===== src/rtl/pipe_ctrl_if.sv =====
// -----------------------------------------------------------------------------
// pipe_ctrl_if
// Purpose : groups the handshake between the pipeRV32N sequencer and the five
//           pipeline stages into one bundle.
// Signals :
//   if_done..wb_done  stage finished its work this cycle
//   id_req_nop        ID load-use hazard request
//   id_req_jal        ID decoded a valid jal
//   ex_req_redirect   EX resolved a taken branch / jalr
//   wb_error_code     error code of the instruction leaving WB (0 = no error)
//   if_en..wb_en      stage register load enables
//   if_nop, id_nop    force a bubble into the IF / ID output registers
//   pc_sel            00 pc+4, 01 jal target, 10 EX redirect target
//   halted            core stopped on a retired error
//   halt_error        error code that caused the halt
// Modports: master = sequencer (pipe_ctrl), slave = pipeline stages.
// -----------------------------------------------------------------------------
interface pipe_ctrl_if #(
  parameter int ERROR_WIDTH = 2
) ();
  logic                   if_done;
  logic                   id_done;
  logic                   ex_done;
  logic                   mem_done;
  logic                   wb_done;
  logic                   id_req_nop;
  logic                   id_req_jal;
  logic                   ex_req_redirect;
  logic [ERROR_WIDTH-1:0] wb_error_code;
  logic                   if_en;
  logic                   id_en;
  logic                   ex_en;
  logic                   mem_en;
  logic                   wb_en;
  logic                   if_nop;
  logic                   id_nop;
  logic [1:0]             pc_sel;
  logic                   halted;
  logic [ERROR_WIDTH-1:0] halt_error;

  modport master (
    input  if_done, id_done, ex_done, mem_done, wb_done,
    input  id_req_nop, id_req_jal, ex_req_redirect, wb_error_code,
    output if_en, id_en, ex_en, mem_en, wb_en,
    output if_nop, id_nop, pc_sel, halted, halt_error
  );

  modport slave (
    output if_done, id_done, ex_done, mem_done, wb_done,
    output id_req_nop, id_req_jal, ex_req_redirect, wb_error_code,
    input  if_en, id_en, ex_en, mem_en, wb_en,
    input  if_nop, id_nop, pc_sel, halted, halt_error
  );
endinterface


===== src/rtl/pipe_ctrl.sv =====
// -----------------------------------------------------------------------------
// pipe_ctrl
// Purpose : central sequencer for the 5-stage pipeRV32N pipeline. Generates the
//           per-stage load enables and bubble controls, selects the next fetch
//           PC source and halts the core when an erroneous instruction retires.
// Ports   :
//   clk    in   clock, rising edge
//   reset  in   synchronous, active-high
//   bus    pipe_ctrl_if.master (stage done flags, requests, enables, nops,
//          pc_sel, halted, halt_error)
//   perf_cycles/perf_stalls/perf_flushes (32 bit, only with PIPE_CTRL_PERF_EN)
// Parameters:
//   ERROR_WIDTH   width of the core error code (0 = no error)
//   FLUSH_CYCLES  IF bubble cycles after an EX redirect (1..3)
// Configuration macro: PIPE_CTRL_PERF_EN adds the performance counters.
// State, flush counter and halt_error are registered; the stage controls are
// decoded combinationally from the state and this cycle's requests so a stall
// or redirect takes effect in the same cycle it is raised.
// -----------------------------------------------------------------------------
module pipe_ctrl #(
  parameter int ERROR_WIDTH  = 2,
  parameter int FLUSH_CYCLES = 1
) (
  input  logic        clk,
  input  logic        reset,
  pipe_ctrl_if.master bus
`ifdef PIPE_CTRL_PERF_EN
  ,
  output logic [31:0] perf_cycles,
  output logic [31:0] perf_stalls,
  output logic [31:0] perf_flushes
`endif
);

  typedef enum logic [1:0] {
    RUN   = 2'd0,
    FLUSH = 2'd1,
    HALT  = 2'd2
  } state_t;

  // Counter reload after a redirect: the redirect cycle itself is the first
  // bubble, so FLUSH covers the remaining FLUSH_CYCLES-1.
  localparam logic [1:0] CNT_LOAD = 2'(FLUSH_CYCLES - 1);

  state_t                 state_r;
  logic [1:0]             cnt_r;
  logic [ERROR_WIDTH-1:0] halt_error_r;

  logic                   all_done_s;
  logic                   error_s;
  logic [4:0]             en_s;       // {if, id, ex, mem, wb}
  logic                   if_nop_s;
  logic                   id_nop_s;
  logic [1:0]             pc_sel_s;
  logic                   halted_s;
  logic                   stall_s;    // priority 3 or 5 cycle
  logic                   flush_s;    // priority 4 or 6 cycle

  assign all_done_s = bus.if_done & bus.id_done & bus.ex_done & bus.mem_done & bus.wb_done;

  // An error only retires when WB would actually advance, i.e. the whole
  // pipe is done and the core is not already halted.
  assign error_s = (state_r != HALT) && all_done_s &&
                   (bus.wb_error_code != {ERROR_WIDTH{1'b0}});

  // Priority decode of the stage controls.
  always_comb begin
    en_s     = 5'b00000;
    if_nop_s = 1'b1;
    id_nop_s = 1'b1;
    pc_sel_s = 2'b00;
    halted_s = 1'b0;
    stall_s  = 1'b0;
    flush_s  = 1'b0;
    if (reset) begin
      en_s = 5'b00000;
    end else if (state_r == HALT) begin
      halted_s = 1'b1;
    end else if (error_s) begin
      en_s     = 5'b00001;
      if_nop_s = 1'b0;
      id_nop_s = 1'b0;
    end else if (!all_done_s) begin
      if_nop_s = 1'b0;
      id_nop_s = 1'b0;
      stall_s  = 1'b1;
    end else if (bus.ex_req_redirect) begin
      en_s     = 5'b11111;
      pc_sel_s = 2'b10;
      flush_s  = 1'b1;
    end else if (bus.id_req_nop) begin
      en_s     = 5'b01111;
      if_nop_s = (state_r == FLUSH);
      id_nop_s = 1'b1;
      stall_s  = 1'b1;
    end else if (bus.id_req_jal) begin
      en_s     = 5'b11111;
      pc_sel_s = 2'b01;
      id_nop_s = 1'b0;
      flush_s  = 1'b1;
    end else begin
      en_s     = 5'b11111;
      if_nop_s = (state_r == FLUSH);
      id_nop_s = 1'b0;
    end
  end

  // FSM: state, flush counter and latched halt error.
  always_ff @(posedge clk) begin
    if (reset) begin
      state_r      <= RUN;
      cnt_r        <= 2'd0;
      halt_error_r <= {ERROR_WIDTH{1'b0}};
    end else begin
      case (state_r)
        RUN, FLUSH: begin
          if (error_s) begin
            state_r      <= HALT;
            cnt_r        <= 2'd0;
            halt_error_r <= bus.wb_error_code;
          end else if (!all_done_s) begin
            // Frozen: requests are re-presented next cycle.
            state_r <= state_r;
            cnt_r   <= cnt_r;
          end else if (bus.ex_req_redirect) begin
            if (FLUSH_CYCLES > 1) begin
              state_r <= FLUSH;
              cnt_r   <= CNT_LOAD;
            end else begin
              state_r <= RUN;
              cnt_r   <= 2'd0;
            end
          end else if (state_r == FLUSH) begin
            if (cnt_r == 2'd1) begin
              state_r <= RUN;
              cnt_r   <= 2'd0;
            end else begin
              cnt_r <= cnt_r - 2'd1;
            end
          end else begin
            state_r <= state_r;
            cnt_r   <= cnt_r;
          end
        end
        HALT: begin
          state_r <= HALT;
        end
        default: begin
          state_r <= RUN;
          cnt_r   <= 2'd0;
        end
      endcase
    end
  end

`ifdef PIPE_CTRL_PERF_EN
  // Wrap-around performance counters, frozen once halted.
  always_ff @(posedge clk) begin
    if (reset) begin
      perf_cycles  <= 32'd0;
      perf_stalls  <= 32'd0;
      perf_flushes <= 32'd0;
    end else if (state_r != HALT) begin
      perf_cycles  <= perf_cycles + 32'd1;
      perf_stalls  <= perf_stalls + {31'd0, stall_s};
      perf_flushes <= perf_flushes + {31'd0, flush_s};
    end else begin
      perf_cycles  <= perf_cycles;
      perf_stalls  <= perf_stalls;
      perf_flushes <= perf_flushes;
    end
  end
`endif

  assign bus.if_en      = en_s[4];
  assign bus.id_en      = en_s[3];
  assign bus.ex_en      = en_s[2];
  assign bus.mem_en     = en_s[1];
  assign bus.wb_en      = en_s[0];
  assign bus.if_nop     = if_nop_s;
  assign bus.id_nop     = id_nop_s;
  assign bus.pc_sel     = pc_sel_s;
  assign bus.halted     = halted_s;
  // The latch clears on the reset edge; mask it so it already reads 0 while
  // reset is held.
  assign bus.halt_error = reset ? {ERROR_WIDTH{1'b0}} : halt_error_r;

endmodule


===== src/flat_wrapper.sv =====
// flat-port wrapper written by rule: the top's interface ports become plain ports
module pipe_ctrl_flat 
#(
  parameter int ERROR_WIDTH  = 2,
  parameter int FLUSH_CYCLES = 1
)
  (clk, reset, bus_if_done, bus_id_done, bus_ex_done, bus_mem_done, bus_wb_done, bus_id_req_nop, bus_id_req_jal, bus_ex_req_redirect, bus_wb_error_code, bus_if_en, bus_id_en, bus_ex_en, bus_mem_en, bus_wb_en, bus_if_nop, bus_id_nop, bus_pc_sel, bus_halted, bus_halt_error);
  pipe_ctrl_if #(.ERROR_WIDTH(ERROR_WIDTH)) bus_i ();
  input  logic clk;
  input  logic reset;
  input wire logic [$bits(bus_i.if_done)-1:0] bus_if_done;
  input wire logic [$bits(bus_i.id_done)-1:0] bus_id_done;
  input wire logic [$bits(bus_i.ex_done)-1:0] bus_ex_done;
  input wire logic [$bits(bus_i.mem_done)-1:0] bus_mem_done;
  input wire logic [$bits(bus_i.wb_done)-1:0] bus_wb_done;
  input wire logic [$bits(bus_i.id_req_nop)-1:0] bus_id_req_nop;
  input wire logic [$bits(bus_i.id_req_jal)-1:0] bus_id_req_jal;
  input wire logic [$bits(bus_i.ex_req_redirect)-1:0] bus_ex_req_redirect;
  input wire logic [$bits(bus_i.wb_error_code)-1:0] bus_wb_error_code;
  output wire logic [$bits(bus_i.if_en)-1:0] bus_if_en;
  output wire logic [$bits(bus_i.id_en)-1:0] bus_id_en;
  output wire logic [$bits(bus_i.ex_en)-1:0] bus_ex_en;
  output wire logic [$bits(bus_i.mem_en)-1:0] bus_mem_en;
  output wire logic [$bits(bus_i.wb_en)-1:0] bus_wb_en;
  output wire logic [$bits(bus_i.if_nop)-1:0] bus_if_nop;
  output wire logic [$bits(bus_i.id_nop)-1:0] bus_id_nop;
  output wire logic [$bits(bus_i.pc_sel)-1:0] bus_pc_sel;
  output wire logic [$bits(bus_i.halted)-1:0] bus_halted;
  output wire logic [$bits(bus_i.halt_error)-1:0] bus_halt_error;
  assign bus_i.if_done = bus_if_done;
  assign bus_i.id_done = bus_id_done;
  assign bus_i.ex_done = bus_ex_done;
  assign bus_i.mem_done = bus_mem_done;
  assign bus_i.wb_done = bus_wb_done;
  assign bus_i.id_req_nop = bus_id_req_nop;
  assign bus_i.id_req_jal = bus_id_req_jal;
  assign bus_i.ex_req_redirect = bus_ex_req_redirect;
  assign bus_i.wb_error_code = bus_wb_error_code;
  assign bus_if_en = bus_i.if_en;
  assign bus_id_en = bus_i.id_en;
  assign bus_ex_en = bus_i.ex_en;
  assign bus_mem_en = bus_i.mem_en;
  assign bus_wb_en = bus_i.wb_en;
  assign bus_if_nop = bus_i.if_nop;
  assign bus_id_nop = bus_i.id_nop;
  assign bus_pc_sel = bus_i.pc_sel;
  assign bus_halted = bus_i.halted;
  assign bus_halt_error = bus_i.halt_error;
  pipe_ctrl #(.ERROR_WIDTH(ERROR_WIDTH), .FLUSH_CYCLES(FLUSH_CYCLES)) u_core (.clk(clk), .reset(reset), .bus(bus_i));
endmodule

===== config.mk =====
export PLATFORM = sky130hd
export DESIGN_NAME = pipe_ctrl_flat
export DESIGN_NICKNAME = d
export VERILOG_FILES = /design/src/rtl/pipe_ctrl_if.sv /design/src/rtl/pipe_ctrl.sv /design/src/flat_wrapper.sv
export SDC_FILE = /design/constraint.sdc
export NUM_CORES = 1
export LEC_CHECK = 0
export ABC_AREA = 1
export CAP_MARGIN = 20
export CELL_PAD_IN_SITES_DETAIL_PLACEMENT = 1
export CELL_PAD_IN_SITES_GLOBAL_PLACEMENT = 1
export CORE_AREA = 3 3 40 42
export CTS_CLUSTER_SIZE = 30
export DETAILED_ROUTE_END_ITERATION = 6
export DIE_AREA = 0 0 43 45
export DONT_BUFFER_PORTS = 1
export PLACE_DENSITY_LB_ADDON = 0.1
export SETUP_SLACK_MARGIN = 0.5
export SLEW_MARGIN = 5
export SYNTH_ARGS = -nofsm -noshare
export SYNTH_HDL_FRONTEND = slang
export SYNTH_SLANG_ARGS = --single-unit

===== constraint.sdc =====
create_clock -name clk -period 2.04 [get_ports clk]
set_clock_uncertainty 0.05 [all_clocks]
set_input_delay 0.408 -clock clk [delete_from_list [all_inputs] [get_ports clk]]
set_output_delay 0.408 -clock clk [all_outputs]
set_load 0.005 [all_outputs]

Yosys cells after proc, flatten, opt, wreduce, memory -nomap -nowiden
Cells that the tools add are included.

Bits in registers: 6. Input port bits: 12. Output and inout bits: 12. Logic and storage cells: 65.

Add/sub/neg operators: 1. Eq/ne operators: 7. Multiplexer cells: 41. Bitwise logic cells: 5. Reductions and logical operators: 8.

Operator list (count): 2-bit two-way mux (17); 5-bit two-way mux (6); 1-bit two-way mux (16); 4-bit by 2-bit != test with 1-bit output, second input constant (2); 2-bit one-hot mux with 2 select lines (2); 3-bit AND reduction (2); 1-bit AND (4); 2-bit by 1-bit == test with 1-bit output, second input constant (2); 3-bit by 1-bit != test with 1-bit output, second input constant (1); 2-bit == test, second input constant (1); 1-bit logical AND (2); 2-bit logical NOT (1); 2-bit != test, second input constant (1); 2-bit AND reduction (1); 2-bit nonzero test (1); 2-bit OR reduction (1); 2-bit by 1-bit subtractor with 2-bit output, second input constant (1); 1-bit NOT (1).

Longest topological paths before layout
Depth after elaboration: 9. Mapped depth: 5. Depth with buffers taken out: 5.

Worst setup path before layout
No wires, ideal clock.

Path kind: input to output. Start point: in bus_mem_done. End point: out bus_id_en. Arrival: 1083 ps. Required time: 1582 ps. Slack: 499 ps. Stages: 5. Path buffers: 1. Cells stage by stage: nand2_1 -> nor2_8 -> nand2_2 -> nor2_1 -> buf_4.

Cells in the longest elaborated chain, start to end: 7. Elaborated cells on any way between the ends: 8. Those cells by class: mux: 4; bitwise: 2; reduce/logical: 2.

Ends and longest elaborated chain: start, declared (line flat_wrapper.sv:14) `input wire logic [$bits(bus_i.mem_done)-1:0] bus_mem_done;`; 1-bit AND * (2 in series) (line pipe_ctrl.sv:59) `assign all_done_s = bus.if_done & bus.id_done & bus.ex_done & bus.mem_done & bus.wb_done;`; 1-bit logical AND (2 in series) (line pipe_ctrl.sv:63) `assign error_s = (state_r != HALT) && all_done_s &&`; 5-bit two-way mux * (line pipe_ctrl.sv:79) `end else if (error_s) begin`; 5-bit two-way mux * (line pipe_ctrl.sv:77) `end else if (state_r == HALT) begin`; 5-bit two-way mux * (line pipe_ctrl.sv:75) `if (reset) begin`; end, declared (line flat_wrapper.sv:21) `output wire logic [$bits(bus_i.id_en)-1:0] bus_id_en;`.

Every way passes the cells marked *; elsewhere a longest branch is shown, timed or not.

Worst setup path in the final report
Start point: reg u_core.state_r[1]. End point: out bus_id_en.

Cells in the longest elaborated chain, start to end: 6. Elaborated cells on any way between the ends: 7. Those cells by class: eq/ne: 2; mux: 3; reduce/logical: 2.

Ends and longest elaborated chain: start, declared (line pipe_ctrl.sv:45) `state_t state_r;`; start signal, assigned (line pipe_ctrl.sv:123) `state_r <= state_r;`; start signal, assigned (line pipe_ctrl.sv:141) `state_r <= state_r;`; 2-bit != test (line pipe_ctrl.sv:63); 1-bit logical AND (2 in series) (line pipe_ctrl.sv:63); 5-bit two-way mux (line pipe_ctrl.sv:79); 5-bit two-way mux * (line pipe_ctrl.sv:77); 5-bit two-way mux * (line pipe_ctrl.sv:75).

Marks and branches as above.

==> impl_metrics.py <==
metrics = {
    "drt": {
        "wl_um": 840,
        "first_pass_iters": 4,
        "drtAntennaViolNets": 0,
        "num_vias": 332,
        "wl_per_cell_um": 11.5,
        "drc": 0,
        "drt-initial-drc-count": 4,
        "via_per_inst": 4.55,
    },
    "die": {
        "die-area_sq_um": 1940,
        "coreArea_sq_um": 1280,
        "ios": 24,
        "rows": 13,
        "start_util_pct": 25.4,
        "chipHeight_um": 45,
        "die_w_um": 43,
    },
    "critical_path": {
        "reg2reg_slack_ns": 1.19,
        "crit_fanout": 7,
        "cp-start-kind": "register",
        "end_kind": "output pin",
        "timing.rr.start": "u_core.state_r[1]",
        "reg2regPathDepth": 4,
        "arrival_ns": 1.03,
        "worstSetupPathType": "register to output pin",
        "worstPathRequired_ns": 1.58,
        "reg2reg_to": "u_core.halt_error_r[1]",
        "crit_end": "bus_id_en",
        "cp-startpoint": "u_core.state_r[1]",
    },
    "sta": {
        "timing.fmax_mhz": 672,
        "finalHoldViolCount": 0,
        "hold_ws_ns": 0.278,
        "tightest_slew_ns": 0.276,
        "setup_viol": 0,
        "finalSetupTns_ns": 0,
        "slew_headroom_pct": 81.6,
        "fin_crit_ns": 1.49,
        "rsz0062_at_grt": "true",
        "slew_viol_final": 0,
        "fin_crit_sh_pct": 73.0,
    },
    "pwr": {
        "power_uw": 192,
        "p_leak_nw": 0.206,
        "pwr_density_cell_nw_per_um2": 504,
        "ir_drop_v": 0.000334,
    },
    "grt": {
        "grt_max_degree": 9,
        "grt_pass1_vias": 356,
        "grt_overflow": 0,
        "grt_first_pass_wirelength_um": 1510,
        "grt_usage_pct": 10.4,
        "antenna_found_initial": 0,
    },
    "clocking": {
        "clock_latency_ns": 0.23,
        "cts_buffers": 3,
        "cts_tree": "yes",
        "cts-htree-levels": 1,
        "cts_sinks": 3,
        "clkTransAtPathRegs_ns": 0.04,
        "clockBufferDepth": 2,
        "root_buffer": "clkbuf_4",
    },
    "yosys": {
        "synth_xor_area_share_pct": 0,
        "synth_top_family_by_area": "simple AND/OR/NAND/NOR gates",
        "postSynthCellCount": 55,
        "ys_types": 16,
        "avgSynthCellArea_sq_um": 5.94,
        "synth-compound-area-share_pct": 6.13,
        "ys_seq_area_share_pct": 18.4,
        "post_synth_fa_ha_maj_area_fraction_pct": 0,
        "syn-num-nets": 67,
        "ys.warnings.count": 0,
        "synth-simple-area-share_pct": 55.9,
        "synthesis.area_sq_um": 327,
        "synth_mux_area_share_pct": 0,
        "ys_seq_elements": 3,
    },
    "outcome": {
        "outcome": "complete, no violations",
    },
    "placed_design": {
        "gp_congestion": 0.704,
        "place.port_buffers": 0,
        "place_area_sq_um": 333,
        "dpl.hpwl_um": 723,
    },
    "run": {
        "drv_cap": 0,
    },
    "layout": {
        "design_area_sq_um": 382,
        "fin_nets": 71,
        "area_growth_pct": 16.9,
        "drive_gt1_share_pct": 24.1,
        "antenna_cells_inserted": 0,
    },
    "hold_path": {
        "min_path_cells": 3,
        "min_path_type": "primary input to register",
    },
}
## critical path, cell delays in order (launching register included)
cell     delay (ns)
dfxtp_2        0.35
nor2_4         0.18
nand2_2        0.13
nor2_4         0.15
## cell usage after synthesis
| cell | number | area share [%] |
|---|---|---|
| buf_4 | 2 | 4.6 |
| dfxtp_1 | 3 | 18 |
| inv_1 | 12 | 14 |
| inv_2 | 1 | 1.1 |
| nand2_1 | 14 | 16 |
| nand2_2 | 1 | 1.9 |
| nand3_1 | 3 | 4.6 |
| nand3_2 | 1 | 3.1 |
| nand4_1 | 4 | 7.7 |
| nor2_1 | 7 | 8.0 |
| nor2_2 | 1 | 1.9 |
| nor2_4 | 1 | 3.4 |
| nor2_8 | 1 | 6.1 |
| nor3_2 | 1 | 3.1 |
| o211ai_1 | 2 | 4.6 |
| o21ai_1 | 1 | 1.5 |
## stage by stage
stage          utilization (%)  instances  setup WS (ns)
2_1_floorplan                -         55          0.553
3_3_place_gp              25.9         68          0.587
3_5_place_dp              25.9         68          0.557
4_1_cts                   28.4         72          0.527
5_1_grt                   29.7         73          0.471
6_report                  29.7         73          0.552
## worst min path at each step
stage | endpoint | from | slack, ns
2_1_floorplan | u_core.halt_error_r[0] | u_core.halt_error_r[0] | 0.45
3_3_place_gp | u_core.halt_error_r[0] | u_core.halt_error_r[0] | 0.48
3_5_place_dp | u_core.halt_error_r[1] | u_core.halt_error_r[1] | 0.48
4_1_cts | u_core.state_r[1] | reset | 0.27
5_1_grt | u_core.state_r[1] | reset | 0.28
6_report | u_core.state_r[1] | reset | 0.28
## state kept, by name, indices dropped and copies added (netlist names)
register	count
u_core.halt_error_r	2
u_core.state_r	1
## kinds of logic (layout without fill, tap and decap cells)
group / Yosys count / after routing
buf+inv: 15 / 18
compound gates: 3 / 3
simple gates: 34 / 34
flops: 3 / 3
## layout make-up
| class | count | area, sq um |
|---|---|---|
| Clock buffer | 4 | 26.3 |
| Fill cell | 171 | 903 |
| Inverter | 13 | 48.8 |
| Multi-Input combinational cell | 37 | 219 |
| Sequential cell | 3 | 61.3 |
| Tap cell | 15 | 18.8 |
| Timing Repair Buffer | 1 | 7.51 |
## timing repair
item / in CTS / in global routing
resized for setup: 2 / 2
buffers inserted: 0 / 1
cloned: 0 / 0
hold buffers: 0 / 0
endpoints found under the setup margin: 5 / 6
pin swaps: 0 / 1
## power breakdown
part	leakage [nW]	total (mW)	switching [mW]	internal, mW
Combinational	0.166	0.0277	0.0189	0.00880
Sequential	0.0247	0.0608	0.000831	0.0600
Clock	0.0150	0.104	0.0304	0.0733
## per-layer routing
metal | GRT usage, % | part of all wire [%] | vias up
met5 | 0 | 0 | -
met4 | 3.61 | 0 | 0
met3 | 7.17 | 9.8 | 0
met2 | 15.3 | 46 | 14
met1 | 11.9 | 44 | 139
li1 | - | - | 179
## layout by cell type, fill, tap and decap left out
master,Yosys,layout
o21ai_1,1,1
dfxtp_1,3,2
clkbuf_1,0,1
o211ai_1,2,2
buf_4,2,1
dfxtp_2,0,1
nor2_4,1,2
clkbuf_4,0,3
inv_1,12,12
nand2_2,1,1
nand2_1,14,14
nand3_1,3,3
nor2_8,1,1
nor2_1,7,5
nand3_2,1,1
nor3_4,0,1
nor2_2,1,2
nand4_1,4,4
inv_2,1,1
No activity file was read; power rests on OpenSTA's default activity.
==> RTL edit: new RTL, same settings <==
Encoding of `state_t`: now one-hot (3 bits for 3 states).
--- a/src/rtl/pipe_ctrl.sv
+++ b/src/rtl/pipe_ctrl.sv
@@ -32,10 +32,10 @@
 `endif
 );
 
-  typedef enum logic [1:0] {
-    RUN   = 2'd0,
-    FLUSH = 2'd1,
-    HALT  = 2'd2
+  typedef enum logic [2:0] {
+    RUN   = 3'b001,
+    FLUSH = 3'b010,
+    HALT  = 3'b100
   } state_t;
 
   // Counter reload after a redirect: the redirect cycle itself is the first
Check against the original RTL: no difference found for any inputs over 10 cycles, from zero or initial values and one cycle with reset high; not proved beyond that.
==> RTL edit against the original RTL <==
- wire length up 38%
- worst setup slack worse by 190 ps
- sequential cell count up 1
- die area unchanged
- cell area up 31%
- global-route usage up 3.0 points
- fmax down 11%
- area after synthesis up 10%
- critical endpoint is now bus_pc_sel[0]
- highest routed layer unchanged
Power is not compared: it rests on default switching activity, and its combinational part moved more than twofold at a synthesized area within 25%.
==> RTL edit: results (changes against the original RTL) <==
{| class="wikitable"
! Metric !! Value
|-
| Net count after synthesis || 69 (+3.0%)
|-
| Via count normalized by instance count || 5.24 (+15%)
|-
| Setup slack after placement || 373 ps (-184 ps)
|-
| Commonest register cell after synthesis || sky130_fd_sc_hd__dfxtp_1
|-
| Number of global-route vias before repair || 422 (+19%)
|-
| Count of input and output buffers || 0 (unchanged)
|-
| Post-CTS setup repair buffer count || 2 (+2)
|-
| Clock Latency Late Sink || 230 ps (about the same)
|-
| Non-filler instance count after layout || 76 (+4.1%)
|-
| Post-cts repair resize count || 11 (+9)
|-
| Seq/Total Area, Yosys || 22.3% (+3.9 points)
|-
| Cts bufs inserted || 3 (unchanged)
|-
| Dominant delay contributor by cell family on the critical path || simple AND/OR/NAND/NOR gates
|-
| Switching fraction of total power || a little over a third
|-
| Max VDD drop || between 300 and 400 uV
|-
| Post-synthesis area per instance || 6.53 um2 (+10%)
|-
| Type of the most critical hold path || primary input to flop
|-
| Static power due to leakage || a little under 0.0002 uW
|-
| Actual slew at the worst max-slew pin || 284 ps (+8.34 ps)
|-
| Cell area after placement || 370 um2 (+11%)
|-
| Total routing usage reported by global routing || 13.4% (+3.0 points)
|-
| Maximum buffer depth of the clock tree || 2 (unchanged)
|-
| Biggest area contributors in the synthesized netlist || sky130_fd_sc_hd__dfxtp_1 22%, sky130_fd_sc_hd__inv_1 9.4%, sky130_fd_sc_hd__nand2_1 8.4%
|-
| Nets@finish || 77 (+8.5%)
|-
| Initial DRC Count || 5 (+1)
|-
| Number of cells in the design after placement || 68 (unchanged)
|-
| Maximum fanout along the worst path || 4 (-3)
|-
| Cell types with the highest counts after synthesis || 9 x sky130_fd_sc_hd__inv_1, 8 x sky130_fd_sc_hd__nand2_1, 7 x sky130_fd_sc_hd__nor2_1
|-
| Number of distinct library cells after synthesis || 19 (+3)
|-
| Pre-Repair DR Iteration Count || 2 (-2)
|-
| Count of filler cells inserted in the layout || 163 (-4.7%)
|-
| Worst endpoint data arrival time || 1220 ps (+190 ps)
|-
| First-pass GRT wire length || 1920 um (+27%)
|-
| Maximum single-stage delay on the critical path || 330 ps (-20 ps)
|-
| Half-perimeter wire length after placement || 868 um (+20%)
|-
| Registers with the most flip-flops || u_core.halt_error_r: 2 flops, u_core.state_r: 2 flops
|-
| CORE AREA || 0.00128 mm2 (unchanged)
|-
| Layout cells sized above 1 || 44.3% (+20 points)
|-
| Clock-pin transition on the worst setup and hold timing paths || 40 ps (about the same)
|-
| Number of warnings reported in the yosys synthesis log || 0 (unchanged)
|-
| Average wire per cell in the routed design || 15.3 um (+33%)
|-
| Routability congestion estimate from global placement || 0.738 (+4.7%)
|-
| Count of antenna diodes in the layout || 0 (unchanged)
|-
| H-tree depth || 1 (unchanged)
|-
| Result of the run || finished clean
|-
| Clock tree root driver cell || sky130_fd_sc_hd__clkbuf_4
|-
| Maximum number of pins on one net before global-route repair || 7 (-2)
|}
==> RTL edit: changes by cell type in the layout (fill, tap and decap cells not counted), moves of 2 or more <==
cell                       delta
sky130_fd_sc_hd__o21ai_0      +4
sky130_fd_sc_hd__inv_1        -5
sky130_fd_sc_hd__nor4_4       +2
sky130_fd_sc_hd__nand2_1      -6
sky130_fd_sc_hd__o211ai_1     -2
sky130_fd_sc_hd__inv_2        +2
sky130_fd_sc_hd__nand4_1      -4
sky130_fd_sc_hd__a21oi_1      +3
sky130_fd_sc_hd__buf_4        +3
sky130_fd_sc_hd__o21ai_2      +2
==> RTL edit: cells by family after synthesis <==
group	after synthesis	share of synthesized area, %
and+or+nand+nor	25	37.3
AOI/OAI and AO/OA	12	18.8
buffers and inverters	12	14.6
DFF	4	22.3
adders and majority gates	2	6.97
==> RTL edit: path summary, 6_finish.rpt <==
path                          startpoint                endpoint  slack, ps  cells after the start
setup reg to reg       u_core.state_r[0]  u_core.halt_error_r[1]        730                      6
setup / recovery       u_core.state_r[0]           bus_pc_sel[0]        370                      5
hold / removal                     reset       u_core.state_r[0]        300                      2
hold reg to reg   u_core.halt_error_r[0]  u_core.halt_error_r[0]        410                      2
==> RTL edit: layout make-up <==
type                            count  area [um2]  share of cell area (%)
Inverter                           10        37.5                    7.50
Multi-Input combinational cell     39         298                    59.5
Timing Repair Buffer                5        41.3                    8.25
Tap cell                           15        18.8                    3.75
Sequential cell                     4        82.6                    16.5
Clock buffer                        3        22.5                    4.50
==> RTL edit: routing by layer <==
metal / up-vias / track usage, % / part of all wire [%]
met3: 0 / 7.57 / 7.8
met5: - / 0 / 0
met1: 189 / 12.7 / 39
met4: 0 / 3.61 / 0
met2: 18 / 24.9 / 53
li1: 191 / - / -
